$ cat config.mk
export PLATFORM = sky130hd
export DESIGN_NAME = riscv_dcache_fsm
export DESIGN_NICKNAME = d
export VERILOG_FILES = /design/src/rtl/riscv_dcache_pkg.sv /design/src/rtl/riscv_dcache_fsm.sv
export SDC_FILE = /design/constraint.sdc
export NUM_CORES = 1
export LEC_CHECK = 0
export CAP_MARGIN = 20
export CORE_AREA = 8 8 45 47
export DETAILED_ROUTE_END_ITERATION = 8
export DIE_AREA = 0 0 53 55
export SETUP_SLACK_MARGIN = 0.15
export SLEW_MARGIN = 20
export SYNTH_ARGS = -nofsm -noshare
export SYNTH_HDL_FRONTEND = slang
export SYNTH_SLANG_ARGS = --single-unit
export TNS_END_PERCENT = 5
$ cat constraint.sdc
create_clock -name clk -period 1.5 [get_ports clk]
set_input_delay 0.3 -clock clk [delete_from_list [all_inputs] [get_ports clk]]
set_output_delay 0.3 -clock clk [all_outputs]
set_load 0.02 [all_outputs]
$ cat src/rtl/riscv_dcache_pkg.sv
// Shared types and constants for the RV64 data-cache controller and its arrays.
package riscv_dcache_pkg;

    typedef enum logic [1:0] {
        IDLE       = 2'd0,
        WRITE_BACK = 2'd1,
        ALLOCATE   = 2'd2,
        FILL       = 2'd3
    } dcache_state_t;

    // Memory address mux select: victim line vs. the CPU's own line.
    localparam logic ADDR_SEL_VICTIM = 1'b1;
    localparam logic ADDR_SEL_CPU    = 1'b0;

    // Geometry defaults shared with the data and tag arrays.
    localparam int DEFAULT_INDEX = 12;
    localparam int DEFAULT_TAG   = 48;

endpackage

$ cat src/rtl/riscv_dcache_fsm.sv
// Data-cache controller: serves hits, runs write-back/allocate/fill on misses.
// Optional perf counters (hit_cnt/miss_cnt) are built when DCACHE_PERF_CNT_EN is defined.
module riscv_dcache_fsm
    import riscv_dcache_pkg::*;
#(
    parameter int INDEX = DEFAULT_INDEX,
    parameter int TAG   = DEFAULT_TAG,
    parameter int CNT_W = 32
) (
    input  logic clk,
    input  logic rst,
    input  logic cpu_rden,
    input  logic cpu_wren,
    input  logic cache_hit,
    input  logic victim_dirty,
    input  logic mem_ready,
    output logic stall,
    output logic data_rden,
    output logic data_wren,
    output logic mem_in,
    output logic tag_wren,
    output logic set_dirty,
    output logic addr_sel,
    output logic mem_rden,
    output logic mem_wren
`ifdef DCACHE_PERF_CNT_EN
    ,
    output logic [CNT_W-1:0] hit_cnt,
    output logic [CNT_W-1:0] miss_cnt
`endif
);

    dcache_state_t state_reg;
    dcache_state_t state_next;

    logic req;
    assign req = cpu_rden | cpu_wren;

    always_ff @(posedge clk) begin
        if (rst) begin
            state_reg <= IDLE;
        end else begin
            state_reg <= state_next;
        end
    end

    // IDLE decodes the live request so a hit costs no stall and a miss stalls at once.
    always_comb begin
        state_next = state_reg;
        stall      = 1'b0;
        data_rden  = 1'b0;
        data_wren  = 1'b0;
        mem_in     = 1'b0;
        tag_wren   = 1'b0;
        set_dirty  = 1'b0;
        addr_sel   = ADDR_SEL_CPU;
        mem_rden   = 1'b0;
        mem_wren   = 1'b0;
        case (state_reg)
            IDLE: begin
                if (req) begin
                    if (cache_hit) begin
                        // A simultaneous load and store request is served as a load.
                        if (cpu_rden) begin
                            data_rden = 1'b1;
                        end else begin
                            data_wren = 1'b1;
                            set_dirty = 1'b1;
                        end
                    end else begin
                        stall      = 1'b1;
                        state_next = victim_dirty ? WRITE_BACK : ALLOCATE;
                    end
                end
            end
            WRITE_BACK: begin
                stall     = 1'b1;
                mem_wren  = 1'b1;
                addr_sel  = ADDR_SEL_VICTIM;
                data_rden = 1'b1;
                if (mem_ready) begin
                    state_next = ALLOCATE;
                end
            end
            ALLOCATE: begin
                stall    = 1'b1;
                mem_rden = 1'b1;
                if (mem_ready) begin
                    state_next = FILL;
                end
            end
            FILL: begin
                stall      = 1'b1;
                data_wren  = 1'b1;
                mem_in     = 1'b1;
                tag_wren   = 1'b1;
                state_next = IDLE;
            end
            default: state_next = IDLE;
        endcase
    end

`ifdef DCACHE_PERF_CNT_EN
    logic hit_evt;
    logic miss_evt;
    assign hit_evt  = (state_reg == IDLE) && req && cache_hit;
    assign miss_evt = (state_reg == IDLE) && req && !cache_hit;

    always_ff @(posedge clk) begin
        if (rst) begin
            hit_cnt  <= '0;
            miss_cnt <= '0;
        end else begin
            if (hit_evt) begin
                hit_cnt <= hit_cnt + 1'b1;
            end
            if (miss_evt) begin
                miss_cnt <= miss_cnt + 1'b1;
            end
        end
    end
`else
    // Counters not built: the controller is the FSM alone.
`endif

endmodule
# Word-level counts from Yosys, hierarchy flattened
# Index checks and enable logic that the tools add are counted.
# word_totals
ff_bits	2
word_cells	33
out_inout_bits	9
# op_classes
muxes	21
eq_ne	7
n_bitwise	1
reduce_logical	3
# ops
op	n
1-bit two-way mux	12
2-bit two-way mux	5
2-bit != test, second input constant	4
2-bit case mux with 4 select lines	1
1-bit case mux with 2 select lines	3
2-bit == test, second input constant	2
4-bit AND reduction	1
3-bit OR reduction	1
2-bit by 1-bit == test with 1-bit output, second input constant	1
2-bit zero test	1
1-bit OR	1

# Longest topological paths before layout
# logic_depth
depth_word	4
mapped_depth	5

# Least setup slack after synthesis
# OpenSTA, ideal clock, no wires.
# synth_timing
path_kind	register -> output
startpoint	register state_reg[0]
endpoint	output port data_wren
required_ns	1.200
path_stages_with_launch	6
t_arrival_ns	1.331
setup_slack_ns	-0.131
path_buffers	0
cell_sequence	dfxtp_1 -> inv_1 -> ha_1 -> and4b_1 -> nor2_1 -> nor2_1
# synth_between
elab_chain_cells	2
# synth_lines
element	line	text
from (decl)	riscv_dcache_fsm.sv:33	dcache_state_t state_reg;
from (signal assigned)	riscv_dcache_fsm.sv:43	state_reg <= state_next;
2-bit == test or 2-bit zero test (tied branches)	riscv_dcache_fsm.sv:59	case (state_reg)
1-bit case mux with 2 select lines *	riscv_dcache_fsm.sv:59	
to (decl)	riscv_dcache_fsm.sv:19	output logic data_wren,
# Every way passes the cells marked *; elsewhere a longest branch is shown, timed or not.

# Worst setup path after layout
# layout_timing
startpoint	register state_reg[1]
endpoint	output port data_wren
# Same word-level chain as after synthesis.

==> flow_summary.yaml <==
outcome:
  status: "finished, violations left"
  violations: "negative setup slack"
clock_tree:
  ctsLongestPathBuffers: 2
  htree_num_levels: 1
  numCtsBuffers: 3
  post_cts_buffers: 0
  ctsHoldBuffers: 0
  clk_pin_slew_ps: 30
  cts_tree: "yes"
  cts_root_buf: "clkbuf_4"
  clk_latency_ps: 220
  cts.sinks: 2
sta:
  worst_clock_skew_ps: 0.01801
  finalMaxSlewViolations: 0
  grt_setup_unrepaired: "yes"
  tightestPinTransition_ps: 117.5
  relSlewSlack: 0.9194
  fin_worst_hold_slack_ps: 636.3
  setup_slack_ps: -40.04
  period_share: 1.027
  hold_viol: 0
  final-setup-viol-count: 3
  timing.fmax_mhz: 649.3
  final.setup.tns_ps: -85.14
  period_needed_ps: 1540
synth:
  yosys.area.top_type: "ha_1"
  synthTopCellsByArea: "ha_1, dfxtp_1, a2bb2oi_4"
  yosysWarningCount: 0
  syn_avg_cell_area_um2: 9.824
  synth_top_area_share: 0.2358
  synth_cell_types: 15
  synth-seq-area-share: 0.1509
  ys_ff_latch: 2
  mappedNetlistArea_um2: 265.3
  synthCells: 27
  syn_nets: 39
power_and_ir_drop:
  p_per_area_nw_per_um2: 1701
  ir_drop_v: 0.0005810
  leakagePower_nw: 0.2835
die:
  die-area_um2: 2915
  fp.dieW_um: 53
  rows: 14
  fp.dieH_um: 55
  ios: 16
  initial_core_util: 0.1917
  core_um2: 1384
setup_path:
  rrSetupSlack_ps: -10
  rr_endpoint: "state_reg[0]$_SDFFE_PP0P_"
  crit_path_cell_trace: "inv_4 -> ha_4 -> and4b_2 -> nor2_4 -> nor2_4 -> buf_6"
  cpMostUsedCell: "nor2_4"
  crit_fanout: 3
  start_kind: "register"
  crit_buf_inv: 2
  end_kind: "output pin"
  cp.arrival_ps: 1240
  critPathMaxStageDelay_ps: 340
  crit_required_ps: 1200
  worstRegToRegCells: 7
  r2r-start: "state_reg[0]$_SDFFE_PP0P_"
  cpLargestDelayFamily: "simple AND/OR/NAND/NOR gates"
  cp_slowest_cell: "dfxtp_2"
  path_class: "reg -> out"
finish:
  utilization: 0.4286
  largest_reg_flops: 2
  area_growth_pct: 123.6
  diodes: 0
  nets: 71
  stdcell_area_um2: 593.1
  drive_above_1_share: 0.7544
placement:
  dp_hpwl_um: 674.6
  numPortBuffers: 15
  gp_congestion: 0.7129
  placed_cell_area_um2: 564.3
detailed_routing:
  vias_per_cell: 4.000
  vias: 292
  finalWirelength_um: 860
  ant_nets: 0
  wire_per_inst_um: 11.78
  remaining_drc_errors: 0
  dr.first_iter.drc_count: 2
  drt_first_pass_iters: 3
grt:
  grt-ovfl-total: 0
  grt_pass1_vias: 331
  antenna_found_initial: 0
  track_usage: 0.07256
  grt_first_pass_wirelength_um: 1497
  grt_max_degree: 5
worst_hold_path:
  hold_class: "reg -> reg"
  min_to: "state_reg[1]$_SDFFE_PP0P_"
  hold_depth: 3
  hold_start: "state_reg[1]$_SDFFE_PP0P_"
flow_run:
  maxCapViolCount: 0
[logic make-up (layout without fill, tap and decap cells)]
kind of cell,count (synthesis),after routing,synth area share
buf+inv,4,34,0.08490
fa+ha+maj,5,5,0.2358
flops,2,2,0.1509
mux,3,3,0.1321
simple gates,8,8,0.1462
compound gates,5,5,0.2500
[layer usage]
metal | share of wire | vias up | track usage
met5 | 0 | - | 0
met4 | 0.020 | 0 | 0.06466
met3 | 0.071 | 2 | 0.02406
met2 | 0.58 | 8 | 0.1387
met1 | 0.33 | 129 | 0.05749
li1 | - | 153 | -
[power by group]
group | total, W | internal, W | switching, W | leakage [nW]
Combinational | 0.000797 | 0.000431 | 0.000366 | 0.252
Sequential | 0.0000928 | 0.0000777 | 0.0000151 | 0.0172
Clock | 0.000119 | 0.0000883 | 0.0000307 | 0.0138
[Yosys cell counts (all sizes together)]
cell type / number
a2bb2oi: 1
o21ai: 1
and4b: 1
o21bai: 1
nor2: 5
mux2: 1
nand2b: 1
mux2i: 2
a41o: 1
nand2: 1
inv: 2
a21oi: 1
buf: 2
dfxtp: 2
ha: 5
[timing repair]
| action | CTS | global route |
|---|---|---|
| pin swaps | 5 | 2 |
| gates resized for setup | 51 | 4 |
| endpoints found under the setup margin | 11 | 11 |
[worst max-delay path by stage]
stage | slack, ps | end | cells after the start | from
detailed placement | -580 | data_wren | 5 | cache_hit
floorplan | 120 | data_wren | 5 | state_reg[1]$_SDFFE_PP0P_
global placement | -580 | data_wren | 5 | cpu_rden
global route | -100 | data_wren | 6 | state_reg[1]$_SDFFE_PP0P_
finish | -40 | data_wren | 6 | state_reg[1]$_SDFFE_PP0P_
CTS | -110 | data_wren | 6 | state_reg[1]$_SDFFE_PP0P_
[cells in the final DEF (no fill, tap or decap), types with 2 or more instances in the layout]
master           instances
ha_2                     3
dfxtp_2                  2
buf_6                    4
nor2_1                   2
dlygate4sd2_1            3
clkdlybuf4s50_1          3
buf_4                   17
buf_2                    2
mux2i_1                  2
ha_4                     2
clkbuf_4                 3
nor2_4                   3
[tightest hold or removal path, delay by kind of cell (launching register included)]
family                 cells  cell delay [ps]
multiplexers               1               60
flip-flops                 1              320
buffers and inverters      1              150
AND/OR/NAND/NOR            1               60
[metrics by stage]
stage               total power [W]  setup WS [ps]  std cells
floorplan                 0.0005294          116.6         27
global placement          0.0008593         -576.5         70
detailed placement        0.0008691         -584.7         70
CTS                        0.001008         -109.1         73
global route               0.001095         -99.15         73
finish                     0.001009         -40.04         73
[final cells by class]
cell class,instances,area [µm²]
Fill cell,152,790.8
Multi-Input combinational cell,21,259.0
Timing Repair Buffer,29,239.0
Sequential cell,2,42.54
Clock buffer,3,22.52
Tap cell,16,20.02
Inverter,2,10.01
No activity file was read; power rests on OpenSTA's default activity.
